--- src/rtl/ks_byte_cipher_pkg.sv ---
// Shared constants for the keystream byte cipher datapath.
// Covers the byte width, the packer reset value and the default FIFO depth.
package ks_byte_cipher_pkg;
    localparam int BYTE_W = 8;
    localparam logic [BYTE_W-1:0] SR_RESET = '0;
    localparam int DEPTH_DEFAULT = 4;
endpackage

--- src/rtl/ks_fifo.sv ---
// Small synchronous FIFO holding packed keystream bytes; supports push and pop in one cycle.
// clr empties it synchronously, exactly like rst, so the cipher can resync.
module ks_fifo
    import ks_byte_cipher_pkg::*;
#(
    parameter int DEPTH = DEPTH_DEFAULT,
    parameter int CW    = 3
) (
    input  logic              clk,
    input  logic              rst,
    input  logic              clr,
    input  logic              push,
    input  logic [BYTE_W-1:0] push_data,
    input  logic              pop,
    output logic [BYTE_W-1:0] head,
    output logic [CW-1:0]     count,
    output logic              full,
    output logic              empty
);
    localparam int AW = $clog2(DEPTH);

    logic [BYTE_W-1:0] mem [DEPTH];
    logic [AW-1:0]     wr_ptr;
    logic [AW-1:0]     rd_ptr;

    // DEPTH is a power of two, so the pointers wrap by plain overflow.
    always_ff @(posedge clk) begin
        if (rst || clr) begin
            wr_ptr <= '0;
            rd_ptr <= '0;
            count  <= '0;
        end else begin
            if (push) wr_ptr <= wr_ptr + AW'(1);
            if (pop)  rd_ptr <= rd_ptr + AW'(1);
            case ({push, pop})
                2'b10:   count <= count + CW'(1);
                2'b01:   count <= count - CW'(1);
                default: count <= count;
            endcase
        end
    end

    always_ff @(posedge clk) begin
        if (!rst && !clr && push) mem[wr_ptr] <= push_data;
    end

    assign head  = mem[rd_ptr];
    assign full  = (count == CW'(DEPTH));
    assign empty = (count == '0);
endmodule

--- src/rtl/ks_byte_cipher.sv ---
// Packs serial keystream bits LSB-first into bytes, buffers them, and XORs each
// buffered byte with an incoming data byte. The same path both encrypts and decrypts.
module ks_byte_cipher
    import ks_byte_cipher_pkg::*;
#(
    parameter int DEPTH = DEPTH_DEFAULT,
    parameter int CW    = 3
) (
    input  logic              clk,
    input  logic              rst,
    input  logic              ks_bit,
    input  logic              ks_valid,
    input  logic              flush,
    input  logic [BYTE_W-1:0] din,
    input  logic              din_valid,
    output logic              din_ready,
    output logic [BYTE_W-1:0] dout,
    output logic              dout_valid,
    input  logic              dout_ready,
    output logic [CW-1:0]     fifo_count,
    output logic              ks_drop
);
    logic [BYTE_W-1:0] sr;
    logic [2:0]        bit_cnt;
    logic [BYTE_W-1:0] fifo_head;
    logic [BYTE_W-1:0] next_sr;
    logic              fifo_full;
    logic              fifo_empty;
    logic              pop;
    logic              push;
    logic              accept;
    logic              drop_now;

    // Handshake: a transfer happens on any cycle where valid and ready are both 1;
    // valid never waits for ready, and a held result keeps dout stable until taken.
    assign din_ready = !rst && !flush && !fifo_empty && (!dout_valid || dout_ready);
    assign pop       = din_valid && din_ready;

    // The last bit of a byte is held off only when it has nowhere to go.
    assign accept   = ks_valid && !(bit_cnt == 3'd7 && fifo_full && !pop);
    assign push     = accept && !flush && (bit_cnt == 3'd7);
    assign drop_now = ks_valid && !accept && !flush;
    assign next_sr  = {ks_bit, sr[BYTE_W-1:1]};

    ks_fifo #(.DEPTH(DEPTH), .CW(CW)) u_fifo (
        .clk       (clk),
        .rst       (rst),
        .clr       (flush),
        .push      (push),
        .push_data (next_sr),
        .pop       (pop),
        .head      (fifo_head),
        .count     (fifo_count),
        .full      (fifo_full),
        .empty     (fifo_empty)
    );

    always_ff @(posedge clk) begin
        if (rst) begin
            sr         <= SR_RESET;
            bit_cnt    <= '0;
            dout       <= '0;
            dout_valid <= 1'b0;
            ks_drop    <= 1'b0;
        end else begin
            ks_drop <= drop_now;
            if (flush) begin
                bit_cnt <= '0;
            end else if (accept) begin
                sr      <= next_sr;
                bit_cnt <= bit_cnt + 3'd1;
            end
            if (pop) begin
                dout       <= din ^ fifo_head;
                dout_valid <= 1'b1;
            end else if (dout_valid && dout_ready) begin
                dout_valid <= 1'b0;
            end
        end
    end
endmodule

--- config.mk ---
export PLATFORM = sky130hd
export DESIGN_NAME = ks_byte_cipher
export DESIGN_NICKNAME = d
export VERILOG_FILES = /design/src/rtl/ks_byte_cipher_pkg.sv /design/src/rtl/ks_fifo.sv /design/src/rtl/ks_byte_cipher.sv
export SDC_FILE = /design/constraint.sdc
export NUM_CORES = 1
export LEC_CHECK = 0
export ABC_AREA = 1
export ABC_CLOCK_PERIOD_IN_PS = 1950
export BUFFER_PORTS_ARGS = -buffer_cell sky130_fd_sc_hd__buf_2
export CAP_MARGIN = 20
export CORE_MARGIN = 2
export CORE_UTILIZATION = 35
export DETAILED_ROUTE_END_ITERATION = 7
export GPL_TIMING_DRIVEN = 0
export SYNTH_ARGS = -nofsm -noshare
export SYNTH_HDL_FRONTEND = slang
export SYNTH_HIERARCHICAL = 1
export SYNTH_SLANG_ARGS = --single-unit
--- constraint.sdc ---
create_clock -name clk -period 1.95 [get_ports clk]
set_input_delay 0.39 -clock clk [delete_from_list [all_inputs] [get_ports clk]]
set_output_delay 0.39 -clock clk [all_outputs]
set_load 0.03 [all_outputs]
# Yosys cells after proc, flatten, opt, wreduce, memory -nomap -nowiden
# Memory sizes are Yosys's and may differ from the RTL's. A register that Yosys moved wholly into a read port is not among the register bits.
# Index checks and enable logic that the tools add are counted.
# word_totals
reg_bits	28
ram_bits	32
output_inout_bits	14
word_cells	54
mem_count	1
# op_classes
add_sub_neg	5
eq_ne	4
mux	7
bitwise_logic	2
n_reduce_logical	27
# memory_table
memory	depth	word_bits	read_ports	rd_clocked_by_memory_dff	write_ports	line	source
u_fifo.mem	4	8	1	1	1	ks_fifo.sv:22	logic [BYTE_W-1:0] mem [DEPTH];
# ops
operator	count
1-bit logical AND	13
8-bit bitwise XOR	1
1-bit zero test	7
3-bit by 1-bit adder with 3-bit output, second input constant	2
3-bit == test, second input constant	2
3-bit one-hot mux with 2 select lines	1
2-bit by 1-bit adder with 2-bit output, second input constant	2
1-bit two-way mux	4
2-bit two-way mux	2
2-bit nonzero test	2
3-bit zero test	1
3-bit by 1-bit subtractor with 3-bit output, second input constant	1
2-bit by 1-bit == test with 1-bit output, second input constant	1
2-bit == test, second input constant	1
1-bit logical OR	2
2-bit AND reduction	1
2-bit OR reduction	1
1-bit NOT	1

# Longest topological paths before layout
# Gate-level depths: netlist (run 1).
# depth
depth_word	14
mapped_depth	17

# Cells and area by module
# The synthesis (run 1) kept the hierarchy.
# modules_own_cells
mod	n_inst	cells_each	area_per_inst_um2	seq_area_each_um2
ks_fifo	1	135	1641.6	1141.1
ks_byte_cipher	1	124	984.7	400.4

# Least setup slack after synthesis (run 1)
# No wires, ideal clock.
# synth_timing
path_type	reg-to-reg
from	register u_fifo.count[2]
to	register u_fifo.count[2]
t_arrival_ns	2.077
setup_slack_ns	-0.236
path_stages_with_launch	17
n_path_buf	0
period_less_slack_ns	2.186
path_cell_list	dfxtp_1 nor3_1 inv_1 nand4_4 nand2_4 nand3_4 nor2_1 inv_1 ha_1 inv_1 fa_1 inv_1 nand2_1 nand3_1 nand2_1 inv_1 nor2_1
# synth_between
elab_chain_len	13
word_cells_on_any_way	19
cone_classes	add/sub (2); eq/ne (3); mux (1); reduce/logical (13)
# synth_rtl
item	line	source
start: declaration	ks_fifo.sv:16	output logic [CW-1:0] count,
start signal: assignment	ks_fifo.sv:36	2'b10: count <= count + CW'(1);
start signal: assignment	ks_fifo.sv:37	2'b01: count <= count - CW'(1);
start signal: assignment	ks_fifo.sv:38	default: count <= count;
3-bit zero test *	ks_fifo.sv:49	assign empty = (count == '0);
net fifo_empty	ks_byte_cipher.sv:28	logic fifo_empty;
1-bit zero test *	ks_byte_cipher.sv:36	assign din_ready = !rst && !flush && !fifo_empty && (!dout_valid || dout_ready);
1-bit logical AND * (2 in series)	ks_byte_cipher.sv:36	
1-bit logical AND *	ks_byte_cipher.sv:37	assign pop = din_valid && din_ready;
1-bit zero test *	ks_byte_cipher.sv:40	assign accept = ks_valid && !(bit_cnt == 3'd7 && fifo_full && !pop);
1-bit logical AND *	ks_byte_cipher.sv:40	
1-bit zero test *	ks_byte_cipher.sv:40	
1-bit logical AND *	ks_byte_cipher.sv:40	
1-bit logical AND * (2 in series)	ks_byte_cipher.sv:41	assign push = accept && !flush && (bit_cnt == 3'd7);
net push	ks_byte_cipher.sv:30	logic push;
2-bit by 1-bit == test with 1-bit output or 2-bit == test (tied branches)	ks_fifo.sv:35	case ({push, pop})
3-bit one-hot mux with 2 select lines or 2-bit nonzero test (tied branches)	--	
# The timed path passes the listed nets; every way through them passes the cells marked *.
# A chain may end at the register's enable or synchronous reset.

# Worst setup path in the final report (run 1)
# layout_timing
from	register u_fifo.count[0]
to	register u_fifo.count[2]
# Same word-level chain as after synthesis.

==> summary.txt, run 1 <==
average wire per cell in the routed design - 13.1 um
Final HPWL DP - 3670 um
startpoint of the worst hold path - rst
ordered list of cells on the worst path - nor3_4 -> inv_2 -> nand4_4 -> nand2_4 -> nand3_4 -> nor2_4 -> inv_2 -> ha_4 -> inv_4 -> fa_2 -> inv_2 -> nand2_2 -> nand4_1 -> nand2_1 -> nor2_1
number of failing setup endpoints in the final timing report - 32
flop2flop setup slack - -0.02 ns
net count of the finished layout - 337
most frequent cells in the layout - sky130_fd_sc_hd__inv_1, sky130_fd_sc_hd__edfxtp_1, sky130_fd_sc_hd__buf_2, sky130_fd_sc_hd__nor2_1
number of maximum-capacitance constraint violations - 0
count of boundary I/O pins - 29
Buffers on Ports - 28
filler cell count - 696
TritonCTS Sinks - 61
count of hold buffers inserted by post-cts repair - 0
library cell with the largest summed area after synthesis - sky130_fd_sc_hd__edfxtp_1
Crit path buffers/inverters - 4
worst hold margin - 0.278 ns
RSZ-0062 raised after global routing - yes
status - finished, violations left
routed wire length - 5460 um
overall die height - 90.6 um
TritonCTS buffer count - 9
final global-route overflow total - 0
pin count of the biggest net entering global routing - 13
worst r2r path cells - 15
Detailed Routing Iterations Pass 1 - 4
top cell type's share of synthesized area - 36.6%
delay contributed by the slowest stage of the critical path - 0.37 ns
main area contributors after synthesis - sky130_fd_sc_hd__edfxtp_1, sky130_fd_sc_hd__dfxtp_1, sky130_fd_sc_hd__inv_1, sky130_fd_sc_hd__o21ai_0, sky130_fd_sc_hd__nor2_1
Avg Inst Size Synth - 10.1 sq um
vias in the first global route - 1851
initial antenna violation count - 0
total global-route track usage - 14.3%
cell at the root of the clock tree - sky130_fd_sc_hd__clkbuf_8
full die area - 8210 sq um
most frequent standard cell in the layout excluding fill and tap cells - sky130_fd_sc_hd__inv_1
leakage - 1.39 nW
achievable clock frequency - 0.507 GHz
areal power density over the cells - 823 nW/um^2
Layout Cells excl Fill - 417
count of cell types in the netlist - 27
worst min-delay path endpoint - dout_valid
Die X-Extent - 90.6 um
largest delay contributor family on the critical path - simple AND/OR/NAND/NOR gates
depth of the CTS H-tree - 3
Synth Net Count - 282
most numerous cell on the critical path - sky130_fd_sc_hd__inv_2
Max Clock Skew - 0.00881 ns
effective utilization at floorplan - 36.2%
startpoint type of the worst setup path - register
via-per-instance ratio - 4.50
cell count after placement - 386
share of cells above drive strength 1 - 32.4%
area used by multi-input combinational logic - 973 sq um
DRT antenna net count - 0
# diodes - 0
worst hold path cell count - 2
maximum buffer depth of the clock tree - 2
sequential area share after synthesis - 58.7%
total number of vias - 1878
failing checks - negative setup slack
Max Slew Vio Count - 0
Residual DRC - 0
min cycle time layout - 1.97 ns
critical path class - register to register
Critical Path Fanout Max - 4
library cell contributing the largest single delay on the critical path - sky130_fd_sc_hd__fa_2
post-synthesis instance area - 2630 sq um
global placement routability congestion - 0.742
number of endpoints with negative hold slack in the final report - 0
placeable core region - 7250 sq um
worst path required time - 2.22 ns
launch point of the worst reg-to-reg path - u_fifo/count[0]
r2r endpoint - u_fifo/count[2]
post-synthesis cell count - 259
iteration-0 DRC count of the detailed router - 103
post-synthesis to final-layout area growth - 30.3%
Slew HR - 66.2%
Worst Path Arrival - 2.24 ns
synthesis warning total - 6
setup total negative slack - -0.327 ns
maximum resistive drop on vdd - 0.454 mV
worst-case setup slack after placement - -0.611 ns
worst-case setup margin in the final layout - -0.0215 ns
min-delay worst type - input pin to register
later-pin clock latency in the skew report - 0.34 ns
floorplan row count - 31
final worst-path cycle share - 101%
CP endpoint kind - register
clock tree from TritonCTS - done
Worst Tran Pin Value - 0.506 ns
clock slew seen by the registers of the worst setup and hold paths - 0.07 ns
global-route wire length before repair - 8980 um
Design Power - 0.00282 W
post-synthesis sequential element count - 61
combined flip-flop and latch cell area - 1550 sq um
==> power by group <==
part | leakage, nW | switching (W) | internal (W)
Sequential | 0.531 | 0.0000138 | 0.00136
Combinational | 0.738 | 0.0000560 | 0.0000422
Clock | 0.120 | 0.000478 | 0.000870
Total | 1.39 | 0.000548 | 0.00227
==> how the worst max path moves through the flow <==
| stage | start | end | cells after the start | slack [ns] |
|---|---|---|---|---|
| 6_report | u_fifo/count[0] | u_fifo/count[2] | 15 | -0.02 |
| 5_1_grt | u_fifo/count[0] | u_fifo/count[2] | 15 | -0.18 |
| 4_1_cts | u_fifo/count[1] | u_fifo/count[1] | 9 | -0.02 |
| 3_5_place_dp | rst | u_fifo/mem[0][3] | 8 | -0.61 |
| 3_3_place_gp | rst | u_fifo/mem[0][3] | 8 | -0.52 |
| 2_1_floorplan | u_fifo/count[1] | u_fifo/count[2] | 16 | -0.04 |
==> cells in the mapped netlist (all sizes together) <==
library cell	n
fa	1
a21oi	17
nand4	9
nand3	5
nand2	29
ha	7
edfxtp	32
nor2	36
o21ai	30
nor3	2
buf	6
inv	39
o22ai	8
dfxtp	29
clkinv	1
xnor2	8
==> routing by layer <==
layer	track usage (%)	up-vias	share of wire [%]
li1	-	975	-
met1	17.8	846	46
met2	22.9	51	47
met3	5.34	6	5.7
met4	4.62	0	0.81
met5	0	-	0
==> state kept, by name, summed over array words and instances, names as in the netlist, named ones only <==
signal and cells:
ks_drop 1, u_fifo/rd_ptr 2, dout 8, u_fifo/mem 32, sr 7, bit_cnt 3, u_fifo/count 3, dout_valid 1
u_fifo/wr_ptr 2
==> cells by family (layout without fill, tap and decap cells) <==
kind of cell | count (synthesis) | count (layout) | synth area share, %
buffers and inverters | 46 | 105 | 8.43
and+or+nand+nor | 81 | 81 | 15.0
adders and majority gates | 8 | 8 | 4.10
DFF | 61 | 61 | 58.7
xor gates and xnor gates | 8 | 8 | 2.67
AOI/OAI and AO/OA | 55 | 55 | 11.1
==> stage by stage <==
| step | util, % | instance area (sq um) |
|---|---|---|
| global route | 47.2 | 3420 |
| global placement | 40.4 | 2930 |
| CTS | 46.2 | 3350 |
| floorplan | - | 2670 |
| detailed placement | 40.4 | 2930 |
| finish | 47.2 | 3420 |
==> area by class of cell <==
type                       count  share of cell area, %
multi-input combinational    152                   28.4
timing repair buffer          44                   9.06
clock buffer                  10                   4.02
inverter                      40                   4.53
sequential                    61                   45.4
buffer                         6                   2.05
tap                           99                   3.62
clock inverter                 5                   2.89
==> worst reg2reg max path: stages (launching register included) <==
cell	delay, ns
sky130_fd_sc_hd__dfxtp_4	0.36
sky130_fd_sc_hd__nor3_4	0.20
sky130_fd_sc_hd__inv_2	0.06
sky130_fd_sc_hd__nand4_4	0.13
sky130_fd_sc_hd__nand2_4	0.07
sky130_fd_sc_hd__nand3_4	0.07
sky130_fd_sc_hd__nor2_4	0.04
sky130_fd_sc_hd__inv_2	0.08
sky130_fd_sc_hd__ha_4	0.15
sky130_fd_sc_hd__inv_4	0.04
sky130_fd_sc_hd__fa_2	0.37
sky130_fd_sc_hd__inv_2	0.06
sky130_fd_sc_hd__nand2_2	0.06
sky130_fd_sc_hd__nand4_1	0.06
sky130_fd_sc_hd__nand2_1	0.05
sky130_fd_sc_hd__nor2_1	0.11
==> timing repair <==
item	CTS	global route
resized for setup	16	8
pin swaps	5	10
setup buffers	9	7
endpoints found under the setup margin	34	34
(Power assumes the default switching activity.)
==> run 2: changes to the inputs <==
--- a/config.mk
+++ b/config.mk
@@ -9,6 +9,7 @@
 export ABC_CLOCK_PERIOD_IN_PS = 1950
 export BUFFER_PORTS_ARGS = -buffer_cell sky130_fd_sc_hd__buf_2
 export CAP_MARGIN = 20
+export CORE_ASPECT_RATIO = 0.7
 export CORE_MARGIN = 2
 export CORE_UTILIZATION = 35
 export DETAILED_ROUTE_END_ITERATION = 7
==> run 2 against run 1 <==
The flow still finishes with violations (negative setup slack). Clock skew decreased by 0.0012 ns. Sequential share of layout area rose by 2.4 points. Worst hold slack gained 0.015 ns. Design area down 5.0%. Global-route usage increased by 0.29 points. Clock power down 30%. Fmax rose by 0.65%. Clock-buffer cell count rose by 3. Power is 14% lower. Largest cell class unchanged. Largest power group unchanged.
==> summary.txt, run 2 (synthesized netlist as in run 1, its figures left out) <==
Buffers on Ports - 28
Die X-Extent - 108 um
Design Power - 0.00241 W
net count of the finished layout - 332
worst-case setup margin in the final layout - -0.00877 ns
count of hold buffers inserted by post-cts repair - 0
RSZ-0062 raised after global routing - yes
maximum buffer depth of the clock tree - 2
clock tree from TritonCTS - done
placeable core region - 7290 sq um
pin count of the biggest net entering global routing - 13
post-synthesis to final-layout area growth - 23.8%
# diodes - 0
iteration-0 DRC count of the detailed router - 96
min cycle time layout - 1.96 ns
delay contributed by the slowest stage of the critical path - 0.43 ns
average wire per cell in the routed design - 13.4 um
routed wire length - 5520 um
most frequent standard cell in the layout excluding fill and tap cells - sky130_fd_sc_hd__inv_1
filler cell count - 715
status - finished, violations left
initial antenna violation count - 0
failing checks - negative setup slack
standard cell area after detailed placement - 2930 sq um
biggest registers after layout - u_fifo/mem (32), dout (8), sr (7)
WP depth - 12
number of flip-flops under the largest register name - 32
Worst Tran Pin Value - 0.506 ns
share of cells above drive strength 1 - 28.3%
full die area - 8220 sq um
Detailed Routing Iterations Pass 1 - 4
TritonCTS Sinks - 61
count of boundary I/O pins - 29
GR Util met3 - 5.99%
Crit path buffers/inverters - 3
number of maximum-capacitance constraint violations - 0
worst min-delay path endpoint - u_fifo/mem[0][7]
library cell contributing the largest single delay on the critical path - sky130_fd_sc_hd__fa_2
via-per-instance ratio - 4.62
global placement routability congestion - 0.761
Worst Path Arrival - 2.22 ns
overall die height - 76.5 um
number of endpoints with negative hold slack in the final report - 0
leakage - 1.32 nW
ordered list of cells on the worst path - ha_4 -> ha_4 -> nand2_1 -> inv_2 -> nand2_4 -> nand3_4 -> nor2_4 -> inv_2 -> ha_4 -> inv_2 -> fa_2 -> a21oi_1
met1 track demand over resource in global routing - 19.2%
total global-route track usage - 14.6%
Max Slew Vio Count - 0
total number of vias - 1902
min-delay worst type - input pin to register
DRT antenna net count - 0
register ranked first by flip-flop count - u_fifo/mem
worst hold path cell count - 1
launch point of the worst reg-to-reg path - bit_cnt[0]
worst path required time - 2.21 ns
startpoint type of the worst setup path - register
number of failing setup endpoints in the final timing report - 2
Residual DRC - 0
critical path class - register to register
clock slew seen by the registers of the worst setup and hold paths - 0.07 ns
worst r2r path cells - 12
post-route cell area - 3250 sq um
floorplan row count - 26
areal power density over the cells - 742 nW/um^2
Final HPWL DP - 3760 um
Critical Path Fanout Max - 5
final global-route overflow total - 0
TritonCTS buffer count - 9
most frequent cells in the layout - sky130_fd_sc_hd__inv_1, sky130_fd_sc_hd__edfxtp_1, sky130_fd_sc_hd__buf_2, sky130_fd_sc_hd__nand2_1, sky130_fd_sc_hd__nor2_1
global-route wire length before repair - 9010 um
vias in the first global route - 1849
largest delay contributor family on the critical path - adder cells
most crowded layer after global routing - met2
final worst-path cycle share - 100%
Slew HR - 66.1%
r2r endpoint - u_fifo/count[1]
effective utilization at floorplan - 36.0%
later-pin clock latency in the skew report - 0.33 ns
cell at the root of the clock tree - sky130_fd_sc_hd__clkbuf_8
maximum resistive drop on vdd - 0.300 mV
depth of the CTS H-tree - 3
flop2flop setup slack - -0.009 ns
startpoint of the worst hold path - ks_bit
met2 track utilization from global routing - 21.8%
Max Clock Skew - 0.00765 ns
CP endpoint kind - register
achievable clock frequency - 0.511 GHz
[run 2: cell types whose count changed in the layout (fill, tap and decap cells not counted), sizes merged]
cell and change:
buf -5, bufinv -3, clkbuf +3, clkinv +2, inv -1
[run 2: worst reg2reg max path, stage by stage, from the launching register on]
cell,delay [ns]
sky130_fd_sc_hd__dfxtp_2,0.34
sky130_fd_sc_hd__ha_4,0.16
sky130_fd_sc_hd__ha_4,0.15
sky130_fd_sc_hd__nand2_1,0.06
sky130_fd_sc_hd__inv_2,0.04
sky130_fd_sc_hd__nand2_4,0.07
sky130_fd_sc_hd__nand3_4,0.09
sky130_fd_sc_hd__nor2_4,0.13
sky130_fd_sc_hd__inv_2,0.07
sky130_fd_sc_hd__ha_4,0.16
sky130_fd_sc_hd__inv_2,0.06
sky130_fd_sc_hd__fa_2,0.43
sky130_fd_sc_hd__a21oi_1,0.12
[run 2: metal layers]
layer	routed length, um	vias up	share of wire, %
met5	0	-	0
met4	36	0	0.65
met3	421	4	7.6
met2	2490	55	45
met1	2580	877	47
li1	-	966	-
[run 2: area by class of cell]
class	count	area (sq um)	area share, %
timing repair buffer	39	235	7.23
tap	98	123	3.77
clock buffer	13	149	4.58
clock inverter	3	13.8	0.423
inverter	40	155	4.77
buffer	6	70.1	2.15
sequential	61	1550	47.8
multi-input combinational	152	952	29.3
[run 2: worst max-delay path by stage]
stage                             to       startpoint  slack, ns
CTS                  u_fifo/count[2]  u_fifo/count[0]      -0.02
finish               u_fifo/count[1]       bit_cnt[0]     -0.009
detailed placement  u_fifo/mem[0][6]              rst      -0.61
floorplan            u_fifo/count[2]  u_fifo/count[1]      -0.04
global route         u_fifo/count[2]  u_fifo/count[1]      -0.15
global placement    u_fifo/mem[3][6]              rst      -0.58
[run 2: through the flow]
stage | cells | utilization, % | setup slack, ns | setup TNS (ns) | hold slack (ns)
6_report | 412 | 44.6 | -0.00877 | -0.0124 | 0.294
5_1_grt | 412 | 44.6 | -0.149 | -2.01 | 0.285
4_1_cts | 410 | 44.2 | -0.0159 | -0.0159 | 0.278
3_5_place_dp | 385 | 40.2 | -0.605 | -18.42 | 0.438
3_3_place_gp | 385 | 40.2 | -0.576 | -17.49 | 0.426
2_1_floorplan | 259 | - | -0.0428 | -0.0438 | 0.412
[run 2: what timing repair did]
item                                    4_1_cts  5_1_grt
resized for setup                            16        0
pin swaps                                     6        2
endpoints found under the setup margin       34       34
buffers inserted                              9        2
[run 2: where the power goes]
part / internal, W / leakage (nW) / switching (W) / total [W]
combinational: 0.0000408 / 0.703 / 0.0000575 / 0.0000984
clock: 0.000489 / 0.0848 / 0.000455 / 0.000944
sequential: 0.00136 / 0.531 / 0.0000130 / 0.00137
==> run 3: changes to the inputs <==
--- a/config.mk
+++ b/config.mk
@@ -8,12 +8,12 @@
 export ABC_AREA = 1
 export ABC_CLOCK_PERIOD_IN_PS = 1950
 export BUFFER_PORTS_ARGS = -buffer_cell sky130_fd_sc_hd__buf_2
-export CAP_MARGIN = 20
 export CORE_ASPECT_RATIO = 0.7
 export CORE_MARGIN = 2
 export CORE_UTILIZATION = 35
 export DETAILED_ROUTE_END_ITERATION = 7
 export GPL_TIMING_DRIVEN = 0
+export RECOVER_POWER = 25
 export SYNTH_ARGS = -nofsm -noshare
 export SYNTH_HDL_FRONTEND = slang
 export SYNTH_HIERARCHICAL = 1
==> run 3 against run 2 <==
The run still ends with negative setup slack left. Clock-buffer cell count is the same. Clock power hardly changed. Wire length hardly changed. Critical path depth stayed put. Power about the same. Combinational power down 0.6%. Sequential power hardly changed. Flip-flop and latch count unchanged. Largest power group unchanged. Highest routed layer unchanged.
==> summary.txt, run 3 (synthesized netlist as in run 1, its figures left out) <==
most frequent cells in the layout - sky130_fd_sc_hd__inv_1, sky130_fd_sc_hd__edfxtp_1, sky130_fd_sc_hd__nand2_1, sky130_fd_sc_hd__nor2_1, sky130_fd_sc_hd__buf_2
pin count of the biggest net entering global routing - 13
CP endpoint kind - register
TritonCTS buffer count - 9
post-synthesis to final-layout area growth - 23.8%
number of flip-flops under the largest register name - 32
sequential cell fraction of total power - 56.8%
floorplan row count - 26
RSZ-0062 raised after global routing - yes
iteration-0 DRC count of the detailed router - 94
clock slew seen by the registers of the worst setup and hold paths - 0.07 ns
Layout Cells excl Fill - 412
placeable core region - 7290 sq um
effective utilization at floorplan - 36.0%
initial antenna violation count - 0
Switching Share - 21.8%
global placement routability congestion - 0.761
area used by multi-input combinational logic - 952 sq um
leakage - 1.32 nW
Slew HR - 66.1%
number of failing setup endpoints in the final timing report - 2
status - finished, violations left
net count of the finished layout - 332
combined flip-flop and latch cell area - 1550 sq um
Die X-Extent - 108 um
achievable clock frequency - 0.510 GHz
number of maximum-capacitance constraint violations - 0
share of cells above drive strength 1 - 28.0%
total global-route track usage - 14.6%
final global-route overflow total - 0
min-delay worst type - input pin to register
launch point of the worst reg-to-reg path - bit_cnt[0]
most frequent standard cell in the layout excluding fill and tap cells - sky130_fd_sc_hd__inv_1
Design Power - 0.00242 W
full die area - 8220 sq um
worst-case setup margin in the final layout - -0.00901 ns
internal power of the cells - 0.00189 W
count of boundary I/O pins - 29
startpoint type of the worst setup path - register
net switching power - 0.000527 W
Detailed Routing Iterations Pass 1 - 4
startpoint of the worst hold path - rst
flop2flop setup slack - -0.009 ns
min cycle time layout - 1.96 ns
Final HPWL DP - 3760 um
vias in the first global route - 1849
Max Slew Vio Count - 0
areal power density over the cells - 743 nW/um^2
via-per-instance ratio - 4.62
share of total power in the clock network - 39.2%
Combinational Power Share - 4.0%
worst min-delay path endpoint - dout_valid
Worst Path Arrival - 2.22 ns
r2r endpoint - u_fifo/count[1]
overall die height - 76.5 um
critical path class - register to register
clock tree from TritonCTS - done
failing checks - negative setup slack
cell at the root of the clock tree - sky130_fd_sc_hd__clkbuf_8
Critical Path Fanout Max - 5
register ranked first by flip-flop count - u_fifo/mem
TritonCTS Sinks - 61
final worst-path cycle share - 100%
routed wire length - 5520 um
maximum resistive drop on vdd - 0.300 mV
number of endpoints with negative hold slack in the final report - 0
count of hold buffers inserted by post-cts repair - 0
worst-case setup slack after placement - -0.605 ns
Buffers on Ports - 28
# diodes - 0
worst path required time - 2.21 ns
later-pin clock latency in the skew report - 0.33 ns
worst r2r path cells - 12
biggest registers after layout - u_fifo/mem (32), dout (8), sr (7)
filler cell count - 715
DRT antenna net count - 0
Residual DRC - 0
Max Clock Skew - 0.00765 ns
global-route wire length before repair - 9010 um
cell count after placement - 385
worst hold path cell count - 2
Worst Tran Pin Value - 0.506 ns
total number of vias - 1902
depth of the CTS H-tree - 3
average wire per cell in the routed design - 13.4 um
maximum buffer depth of the clock tree - 2
setup total negative slack - -0.0131 ns
==> run 3: cell types whose count changed in the layout (fill, tap and decap cells not counted), sizes merged <==
cell    delta
clkbuf     +1
buf        -1
==> run 3: per-stage QoR <==
stage	util (%)	instance area (sq um)	hold slack [ns]
after floorplan	-	2670	0.412
after global placement	40.2	2930	0.426
after detailed placement	40.2	2930	0.438
after CTS	44.2	3220	0.278
after global routing	44.6	3250	0.295
final	44.6	3250	0.297
==> run 3: final cells by class <==
| cell class | count | share of cell area (%) |
|---|---|---|
| buffer | 6 | 2.16 |
| clock buffer | 13 | 4.58 |
| clock inverter | 3 | 0.423 |
| inverter | 40 | 4.77 |
| multi-input combinational | 152 | 29.3 |
| sequential | 61 | 47.8 |
| tap | 98 | 3.77 |
| timing repair buffer | 39 | 7.20 |
==> run 3: worst max path at each step <==
| stage | end | depth (start not counted) | start | slack (ns) |
|---|---|---|---|---|
| 3_3_place_gp | u_fifo/mem[3][6] | 8 | rst | -0.58 |
| 6_report | u_fifo/count[1] | 12 | bit_cnt[0] | -0.009 |
| 4_1_cts | u_fifo/count[2] | 16 | u_fifo/count[0] | -0.02 |
| 5_1_grt | u_fifo/count[2] | 15 | u_fifo/count[1] | -0.15 |
| 2_1_floorplan | u_fifo/count[2] | 16 | u_fifo/count[1] | -0.04 |
| 3_5_place_dp | u_fifo/mem[0][6] | 8 | rst | -0.61 |
==> run 3: critical path, stage by stage, from the launching register on <==
cell	delay (ns)
sky130_fd_sc_hd__dfxtp_2	0.34
sky130_fd_sc_hd__ha_4	0.16
sky130_fd_sc_hd__ha_4	0.15
sky130_fd_sc_hd__nand2_1	0.06
sky130_fd_sc_hd__inv_2	0.04
sky130_fd_sc_hd__nand2_4	0.07
sky130_fd_sc_hd__nand3_4	0.09
sky130_fd_sc_hd__nor2_4	0.13
sky130_fd_sc_hd__inv_2	0.07
sky130_fd_sc_hd__ha_4	0.16
sky130_fd_sc_hd__inv_2	0.06
sky130_fd_sc_hd__fa_2	0.43
sky130_fd_sc_hd__a21oi_1	0.12
==> run 3: routing by layer <==
| metal | routed length [um] | track usage [%] |
|---|---|---|
| met1 | 2580 | 19.2 |
| met2 | 2490 | 21.8 |
| met3 | 418 | 5.99 |
| met4 | 36 | 4.62 |
| met5 | 0 | 0 |
==> run 3: repair_timing <==
action                     CTS  global route
resized for setup           16             0
pin swaps                    6             2
cloned                       0             0
setup endpoints to repair   34            34
buffers inserted             9             2
==> run 3: power groups by stage <==
stage          clock, W  combinational [W]  sequential, W
2_1_floorplan         0          0.0000589        0.00139
3_3_place_gp          0          0.0000916        0.00140
3_5_place_dp          0          0.0000935        0.00140
4_1_cts        0.000971          0.0000985        0.00137
5_1_grt         0.00103           0.000111        0.00137
6_report       0.000946          0.0000978        0.00137
